`src/rtl/tile_renderer.sv`:
```
// Tile renderer: pixel position -> tilemap read -> 8x8 4bpp pattern read -> palette index, fixed 4-clock pipeline.
// Optional scroll registers and frame-synchronised latching are enabled by defining TILE_RENDERER_SCROLL_EN.
module tile_renderer #(
    parameter int MAP_W    = 40,
    parameter int MAP_H    = 25,
    parameter int MAP_BASE = 0
) (
    input  logic        clk,
    input  logic        reset,
    input  logic [9:0]  x,
    input  logic [9:0]  y,
    input  logic        visible,
    input  logic        frame_start,
    input  logic        reg_wen,
    input  logic [1:0]  reg_addr,
    input  logic [15:0] reg_wdata,
    output logic        map_ren,
    output logic [11:0] map_raddr,
    input  logic [7:0]  map_rdata,
    output logic [13:0] pat_addr,
    output logic        pat_ren,
    input  logic [3:0]  pat_rdata,
    output logic        pix_valid,
    output logic [3:0]  pix_color
);
    logic [10:0] sx;
    logic [10:0] sy;

`ifdef TILE_RENDERER_SCROLL_EN
    localparam logic [10:0] SX_MOD  = 11'(MAP_W * 8);
    localparam logic [10:0] SY_MOD  = 11'(MAP_H * 8);
    localparam int          X_STEPS = 1023 / (MAP_W * 8);
    localparam int          Y_STEPS = 1023 / (MAP_H * 8);

    logic [9:0]  scroll_x_reg, scroll_y_reg, live_x_reg, live_y_reg;
    logic [9:0]  scroll_x_next, scroll_y_next;
    logic [10:0] wx_chain [0:X_STEPS];
    logic [10:0] wy_chain [0:Y_STEPS];
    logic [10:0] sum_x, sum_y;
    logic        unused_bits;

    // Write data is reduced modulo the map size by an unrolled compare-subtract chain.
    assign wx_chain[0] = {1'b0, reg_wdata[9:0]};
    assign wy_chain[0] = {1'b0, reg_wdata[9:0]};
    genvar gi;
    generate
        for (gi = 0; gi < X_STEPS; gi++) begin : g_wrap_x
            assign wx_chain[gi+1] = (wx_chain[gi] >= SX_MOD) ? wx_chain[gi] - SX_MOD : wx_chain[gi];
        end
        for (gi = 0; gi < Y_STEPS; gi++) begin : g_wrap_y
            assign wy_chain[gi+1] = (wy_chain[gi] >= SY_MOD) ? wy_chain[gi] - SY_MOD : wy_chain[gi];
        end
    endgenerate

    always_comb begin
        scroll_x_next = scroll_x_reg;
        scroll_y_next = scroll_y_reg;
        if (reg_wen && reg_addr == 2'd0) scroll_x_next = wx_chain[X_STEPS][9:0];
        if (reg_wen && reg_addr == 2'd1) scroll_y_next = wy_chain[Y_STEPS][9:0];
    end

    // Live scroll takes the post-write shadow value so a coincident write lands this frame.
    always_ff @(posedge clk) begin
        if (reset) begin
            scroll_x_reg <= '0;
            scroll_y_reg <= '0;
            live_x_reg   <= '0;
            live_y_reg   <= '0;
        end else begin
            scroll_x_reg <= scroll_x_next;
            scroll_y_reg <= scroll_y_next;
            if (frame_start) begin
                live_x_reg <= scroll_x_next;
                live_y_reg <= scroll_y_next;
            end
        end
    end

    assign sum_x = {1'b0, x} + {1'b0, live_x_reg};
    assign sum_y = {1'b0, y} + {1'b0, live_y_reg};
    assign sx    = (sum_x >= SX_MOD) ? sum_x - SX_MOD : sum_x;
    assign sy    = (sum_y >= SY_MOD) ? sum_y - SY_MOD : sum_y;
    assign unused_bits = ^{reg_wdata[15:10], wx_chain[X_STEPS][10], wy_chain[Y_STEPS][10]};
`else
    logic unused_bits;

    assign sx = {1'b0, x};
    assign sy = {1'b0, y};
    assign unused_bits = ^{frame_start, reg_wdata[15:4]};
`endif

    logic [31:0] addr_full;
    logic [2:0]  sx_d1_reg, sy_d1_reg, sx_d2_reg, sy_d2_reg;
    logic        vis_d1_reg, vis_d2_reg, vis_d3_reg;
    logic [3:0]  border_reg;
    logic        unused_addr;

    assign addr_full   = 32'(MAP_BASE) + 32'(sy[10:3]) * 32'(MAP_W) + 32'(sx[10:3]);
    assign unused_addr = ^addr_full[31:12];

    // map_rdata arrives during stage 2, aligned with the twice-delayed fine offsets.
    assign pat_addr = {map_rdata, sy_d2_reg, sx_d2_reg};
    assign pat_ren  = vis_d2_reg;

    always_ff @(posedge clk) begin
        if (reset) begin
            map_ren    <= 1'b0;
            map_raddr  <= '0;
            sx_d1_reg  <= '0;
            sy_d1_reg  <= '0;
            sx_d2_reg  <= '0;
            sy_d2_reg  <= '0;
            vis_d1_reg <= 1'b0;
            vis_d2_reg <= 1'b0;
            vis_d3_reg <= 1'b0;
            border_reg <= '0;
            pix_valid  <= 1'b0;
            pix_color  <= '0;
        end else begin
            map_ren    <= visible;
            map_raddr  <= addr_full[11:0];
            sx_d1_reg  <= sx[2:0];
            sy_d1_reg  <= sy[2:0];
            vis_d1_reg <= visible;
            sx_d2_reg  <= sx_d1_reg;
            sy_d2_reg  <= sy_d1_reg;
            vis_d2_reg <= vis_d1_reg;
            vis_d3_reg <= vis_d2_reg;
            if (reg_wen && reg_addr == 2'd2) border_reg <= reg_wdata[3:0];
            pix_valid  <= vis_d3_reg;
            pix_color  <= vis_d3_reg ? pat_rdata : border_reg;
        end
    end
endmodule
```
`config.mk`:
```
export PLATFORM = sky130hd
export DESIGN_NAME = tile_renderer
export DESIGN_NICKNAME = d
export VERILOG_FILES = /design/src/rtl/tile_renderer.sv
export SDC_FILE = /design/constraint.sdc
export NUM_CORES = 1
export LEC_CHECK = 0
export ABC_AREA = 1
export BUFFER_PORTS_ARGS = -buffer_cell sky130_fd_sc_hd__buf_2
export CORE_ASPECT_RATIO = 2
export CORE_MARGIN = 2
export CORE_UTILIZATION = 48
export CTS_CLUSTER_DIAMETER = 200
export DETAILED_ROUTE_END_ITERATION = 12
export GPL_ROUTABILITY_DRIVEN = 0
export GPL_TIMING_DRIVEN = 0
export PLACE_DENSITY = 0.93
export RECOVER_POWER = 100
export SYNTH_ARGS = -nofsm -noshare
export SYNTH_HDL_FRONTEND = slang
export SYNTH_SLANG_ARGS = --single-unit
```
`constraint.sdc`:
```
create_clock -name clk -period 3.2 [get_ports clk]
set_clock_uncertainty 0.15 [all_clocks]
set_input_delay 0.16 -clock clk [delete_from_list [all_inputs] [get_ports clk]]
set_output_delay 0.16 -clock clk [all_outputs]
set_load 0.01 [all_outputs]
```
==> flow_summary.toml, run 1 <==
[global_routing]
grt_use_total_pct = 24.9
grt_pass1_wl_microns = 7230
met2_usage_pct = 49.8
grt_pass1_vias = 1737
antenna_found_initial = 0
met1_usage_pct = 20.3
grt_max_degree = 12
overflow = 0
grt-busiest-layer = "met2"
met3_usage_pct = 3.51

[floorplanning]
die_area_sq_um = 4010
io_pins = 88
die_h_microns = 87.6
rows = 30
initial_utilization_pct = 49.7
die_w_microns = 45.8
core_area_sq_um = 3380

[drt]
routed_wirelength_microns = 4550
viasPerCell = 4.97
drtIter0Drc = 37
first_pass_iters = 4
post-route-drc-count = 0
wl_per_cell_microns = 13.5
via_count = 1679
antenna_left = 0

[finish]
num_antenna_cells = 0
area_delta_synth_final_pct = 35.7
final_cell_mix = "nor2_1 (43), inv_1 (41), clkbuf_1 (39), dfxtp_1 (36), buf_2 (31)"
largest_register_ffs = 12
layout_commonest_cell = "nor2_1"
nets = 376
drive_gt1_share_pct = 17.6
nFillCells = 292

[sta]
holdWs_ns = 0.0417
slew-limit-headroom_pct = 69.9
final.setup.tns_ns = 0
max_freq_ghz = 0.496
worst_pin_slew_ns = 0.452
maxSlewViolCount = 0
grt_setup_unrepaired = "no"
min_period_over_period_pct = 63.0
hold_viol_final = 0
setup_viol = 0
period_needed_ns = 2.01

[worst_setup_path]
critPathLaunchType = "input port"
crit_slowest_cell = "ha_1"
crit_required_ns = 3.24
crit_path_end_kind = "register"
criticalPathCategory = "input port to register"
arrival_ns = 2.05
worstPathCellList = "clkbuf_1 > ha_1 > ha_1 > ha_1 > nand2_1 > nand2_2 > a21oi_1 > nor2_4 > nand3_1 > nand2_1 > nand2_1 > nor2_2"
crit_fanout = 5
r2r_cells = 3
critPathMaxStageDelay_ns = 0.34

[power_and_ir_drop]
peakVddDrop_mv = 0.234
power_density_nw_per_um2 = 495
p_leak_nw = 1.19

[synthesis]
syn_inst = 213
ys_seq_elements = 36
avgSynthCellArea_sq_um = 7.88
syn_area_sq_um = 1680
syn_nets = 284
yosysUniqueCellTypes = 21
yosys_warnings = 0
ys_seq_area_share_pct = 43.0

[clock_tree]
cts_sinks = 36
cts-htree-levels = 2
tritoncts = "built"
path_clk_slew_ns = 0.07
cts-buffers-inserted = 5
cts_root_buf = "clkbuf_8"
post_cts_resized = 0
clk_path_buf_depth = 2
worstSkewPairLatency_ns = 0.29

[flow_run]
cap_viol_max_count = 0

[status]
status = "complete, no violations"

[min_path]
hold_depth = 4
hp-class = "input port to register"

[placed_design]
port_buffers = 66
hpwl_microns = 2880
## path summary, 6_finish.rpt
check | start | endpoint | slack (ns)
setup / recovery | y[4] | map_raddr[11] | 1.19
hold / removal | x[6] | map_raddr[3] | 0.04
setup reg to reg | vis_d3_reg | pix_color[2] | 2.14
hold reg to reg | sy_d1_reg[0] | sy_d2_reg[0] | 0.26
## worst max-delay path: cells and delay by family
family	cells	cell delay (ns)
adder cells (fa/ha/maj)	3	0.90
AND/OR/NAND/NOR	7	0.47
AO/OA/AOI/OAI	1	0.33
buffers and inverters	1	0.19
## through the flow
stage | worst slack [ns] | cell area (sq um) | power [W] | instances | util [%]
floorplan | 1.21 | 1680 | 0.000659 | 213 | -
global placement | 0.977 | 2050 | 0.000728 | 311 | 60.6
detailed placement | 0.943 | 2050 | 0.000739 | 311 | 60.6
CTS | 1.24 | 2350 | 0.00114 | 338 | 69.4
global route | 0.939 | 2280 | 0.00119 | 338 | 67.4
finish | 1.19 | 2280 | 0.00113 | 338 | 67.4
## what timing repair did
action	4_1_cts	5_1_grt
endpoints found under the setup margin	0	0
hold buffers	19	0
hold endpoints to repair	19	0
buffers inserted	0	0
## cells in the mapped netlist (all sizes together)
master | number | area share, %
a21oi | 8 | 3.1
buf | 8 | 3.6
clkbuf | 3 | 0.75
dfxtp | 36 | 43
fa | 2 | 2.4
ha | 14 | 10
inv | 41 | 9.2
nand2 | 30 | 7.5
nand3 | 11 | 4.6
nand4 | 2 | 0.75
nor2 | 45 | 11
o21a | 1 | 0.45
o21ai | 12 | 3.6
## kinds of logic after synthesis
kind of cell	count (synthesis)	synth area share, %
DFF	36	43.0
AOI/OAI and AO/OA	21	7.08
buffers and inverters	52	13.5
and+or+nand+nor	88	23.6
adders and majority gates	16	12.8
## layer usage
layer	vias up	wire length [microns]
met4	0	121
met5	-	0
met3	10	233
li1	824	-
met2	68	2710
met1	777	1490
## power by group
group | leakage [nW] | internal (W) | switching, W
combinational | 0.840 | 0.000105 | 0.000143
clock | 0.0552 | 0.000231 | 0.000159
sequential | 0.298 | 0.000480 | 0.0000108
total | 1.19 | 0.000816 | 0.000312
## area by class of cell
type,instances,area (sq um),area share (%)
Inverter,41,154,6.76
Multi-Input combinational cell,125,707,31.0
Clock inverter,2,35.0,1.54
Timing Repair Buffer,85,477,20.9
Sequential cell,36,721,31.6
Tap cell,32,40.0,1.76
Buffer,11,71.3,3.13
Clock buffer,6,72.6,3.19
Power figures use the tool's default switching activity.
==> run 2: changes to the inputs <==
--- a/config.mk
+++ b/config.mk
@@ -9,12 +9,12 @@
 export BUFFER_PORTS_ARGS = -buffer_cell sky130_fd_sc_hd__buf_2
 export CORE_ASPECT_RATIO = 2
 export CORE_MARGIN = 2
-export CORE_UTILIZATION = 48
+export CORE_UTILIZATION = 40
 export CTS_CLUSTER_DIAMETER = 200
 export DETAILED_ROUTE_END_ITERATION = 12
 export GPL_ROUTABILITY_DRIVEN = 0
 export GPL_TIMING_DRIVEN = 0
-export PLACE_DENSITY = 0.93
+export PLACE_DENSITY = 0.84
 export RECOVER_POWER = 100
 export SYNTH_ARGS = -nofsm -noshare
 export SYNTH_HDL_FRONTEND = slang
==> constraint.sdc (replaced) <==
create_clock -name clk -period 1.7 [get_ports clk]
set_clock_uncertainty 0.15 [all_clocks]
set_input_delay 0.085 -clock clk [delete_from_list [all_inputs] [get_ports clk]]
set_output_delay 0.085 -clock clk [all_outputs]
set_load 0.01 [all_outputs]
==> run 2 against run 1 <==
Compared with the run above: sequential share of layout area down 1.4 points; critical path depth down 2; die area up 19%; sequential power up 88%; wire length down 18%; total power up 77%; cell count up 6.8%; critical path type unchanged; first-iteration DRC count down 81%; critical endpoint is now map_raddr[8]; setup slack worse by 1.1 ns; hold slack worse by 0.033 ns; highest routed layer unchanged; count of clock-buffer cells in the layout down 1; register-to-register slack worse by 1.3 ns.
==> flow_summary.toml, run 2 (synthesis gave the netlist of run 1 again) <==
[floorplanning]
die_w_microns = 49.8
rows = 33
io_pins = 88
die_area_sq_um = 4760
die_h_microns = 95.6
core_area_sq_um = 4050
initial_utilization_pct = 41.5

[sta]
min_period_over_period_pct = 96.3
max_freq_ghz = 0.611
setup_viol = 0
maxSlewViolCount = 0
period_needed_ns = 1.64
grt_setup_unrepaired = "yes"
final.setup.tns_ns = 0
hold_viol_final = 0
slew-limit-headroom_pct = 74.3
worst_pin_slew_ns = 0.385

[clock_tree]
path_clk_slew_ns = 0.06
worstSkewPairLatency_ns = 0.29
cts_sinks = 36
cts-htree-levels = 2
cts_root_buf = "clkbuf_8"
tritoncts = "built"
cts-buffers-inserted = 5
clk_path_buf_depth = 2

[power_and_ir_drop]
power_frac_clock_pct = 29.1
intPower_w = 0.00141
swShare_pct = 29.3
power_density_nw_per_um2 = 838
p_leak_nw = 1.21
combPwrFrac_pct = 24.7
switching_power_w = 0.000583
peakVddDrop_mv = 0.511
seqPwrFrac_pct = 46.2

[worst_setup_path]
crit_required_ns = 1.77
r2r_setup_slack_ns = 0.80
crit_fanout = 4
crit_start = "y[4]"
r2r_cells = 3
endpoint = "map_raddr[8]"
crit_path_end_kind = "register"
criticalPathCategory = "input port to register"
critPathLaunchType = "input port"
arrival_ns = 1.71
rr_startpoint = "vis_d3_reg"
r2r-end = "pix_color[2]"

[drt]
drtIter0Drc = 7
viasPerCell = 4.45
antenna_left = 0
wl_met3_microns = 190
wl_per_cell_microns = 10.4
first_pass_iters = 4
routed.top_layer = "met4"
routed_wirelength_microns = 3740
post-route-drc-count = 0
wl_met2_microns = 2200
drt-met1-wl_microns = 1230
via_count = 1608

[finish]
final_cell_mix = "nor2_1 (41), inv_1 (38), dfxtp_1 (36), clkbuf_1 (35), buf_2 (31)"
final_cells = 361
drive_gt1_share_pct = 23.6
largest_register_ffs = 12
final_core_util_pct = 58.8
layout_commonest_cell = "nor2_1"
area_delta_synth_final_pct = 41.9
num_antenna_cells = 0
nets = 379

[placed_design]
hpwl_microns = 2760
place_inst = 331
port_buffers = 66

[global_routing]
grt_pass1_wl_microns = 6220
overflow = 0
grt_use_total_pct = 17.3
grt_pass1_vias = 1587
grt_max_degree = 13
antenna_found_initial = 0

[min_path]
hp-class = "input port to register"

[status]
status = "complete, no violations"

[flow_run]
cap_viol_max_count = 0
[run 2: cell count changes in the layout (fill, tap and decap cells not counted), sizes merged]
cell,previous run,this run
buf,39,43
bufinv,1,0
clkbuf,44,41
clkinv,1,3
dlygate4sd3,19,20
[run 2: power by group through the flow]
stage                     Clock (W)  Sequential [W]  Combinational [W]
after floorplan                   0        0.000963           0.000289
after global placement            0        0.000935           0.000453
after detailed placement          0        0.000938           0.000463
after CTS                  0.000602        0.000919           0.000503
after global routing       0.000625        0.000925           0.000563
final                      0.000580        0.000921           0.000493
[run 2: worst min-delay path by stage]
stage           from       endpoint  slack (ns)  cells after the start
6_report        y[9]  map_raddr[11]       0.009                      5
5_1_grt         y[9]  map_raddr[11]        0.05                      5
4_1_cts         y[9]  map_raddr[11]        0.01                      5
3_5_place_dp    x[1]   sx_d1_reg[1]        0.15                      3
3_3_place_gp    x[1]   sx_d1_reg[1]        0.14                      3
2_1_floorplan  reset     vis_d3_reg       0.007                      1
[run 2: layout make-up]
type	count	area, sq um
buffer	11	72.6
inverter	41	154
sequential	36	721
fill	402	1670
timing repair buffer	88	520
tap	52	65.1
multi-input combinational	125	761
clock inverter	3	18.8
clock buffer	5	68.8
[run 2: per-stage QoR]
stage                     hold slack, ns  setup WS [ns]  cell area, sq um  power (W)
after global placement             0.135         -0.299              2110    0.00139
after global routing              0.0512        -0.0514              2380    0.00211
final                            0.00905         0.0625              2380    0.00199
after CTS                         0.0140        0.00573              2400    0.00202
after detailed placement           0.145         -0.321              2110    0.00140
after floorplan                  0.00657        -0.0534              1710    0.00125
[run 2: per-layer routing]
layer | vias to the layer above | track usage [%]
met4 | 0 | 11.1
met1 | 708 | 14.4
met3 | 9 | 2.51
met2 | 60 | 35.8
li1 | 831 | -
met5 | - | 0
[run 2: timing repair]
| action | in CTS | in global routing |
|---|---|---|
| endpoints found under the setup margin | 2 | 3 |
| endpoints found under the hold margin | 21 | 0 |
| gates resized for setup | 1 | 8 |
| hold buffers | 20 | 0 |
| buffers inserted | 0 | 2 |
| pin swaps | 0 | 9 |
[run 2: worst max-delay path: stages]
cell and delay [ns]:
buf_6 0.11, ha_4 0.27, ha_4 0.13, inv_2 0.03, fa_2 0.56, nor2_2 0.05
nand3_1 0.09, nand3_2 0.11, buf_4 0.15, a21oi_1 0.12
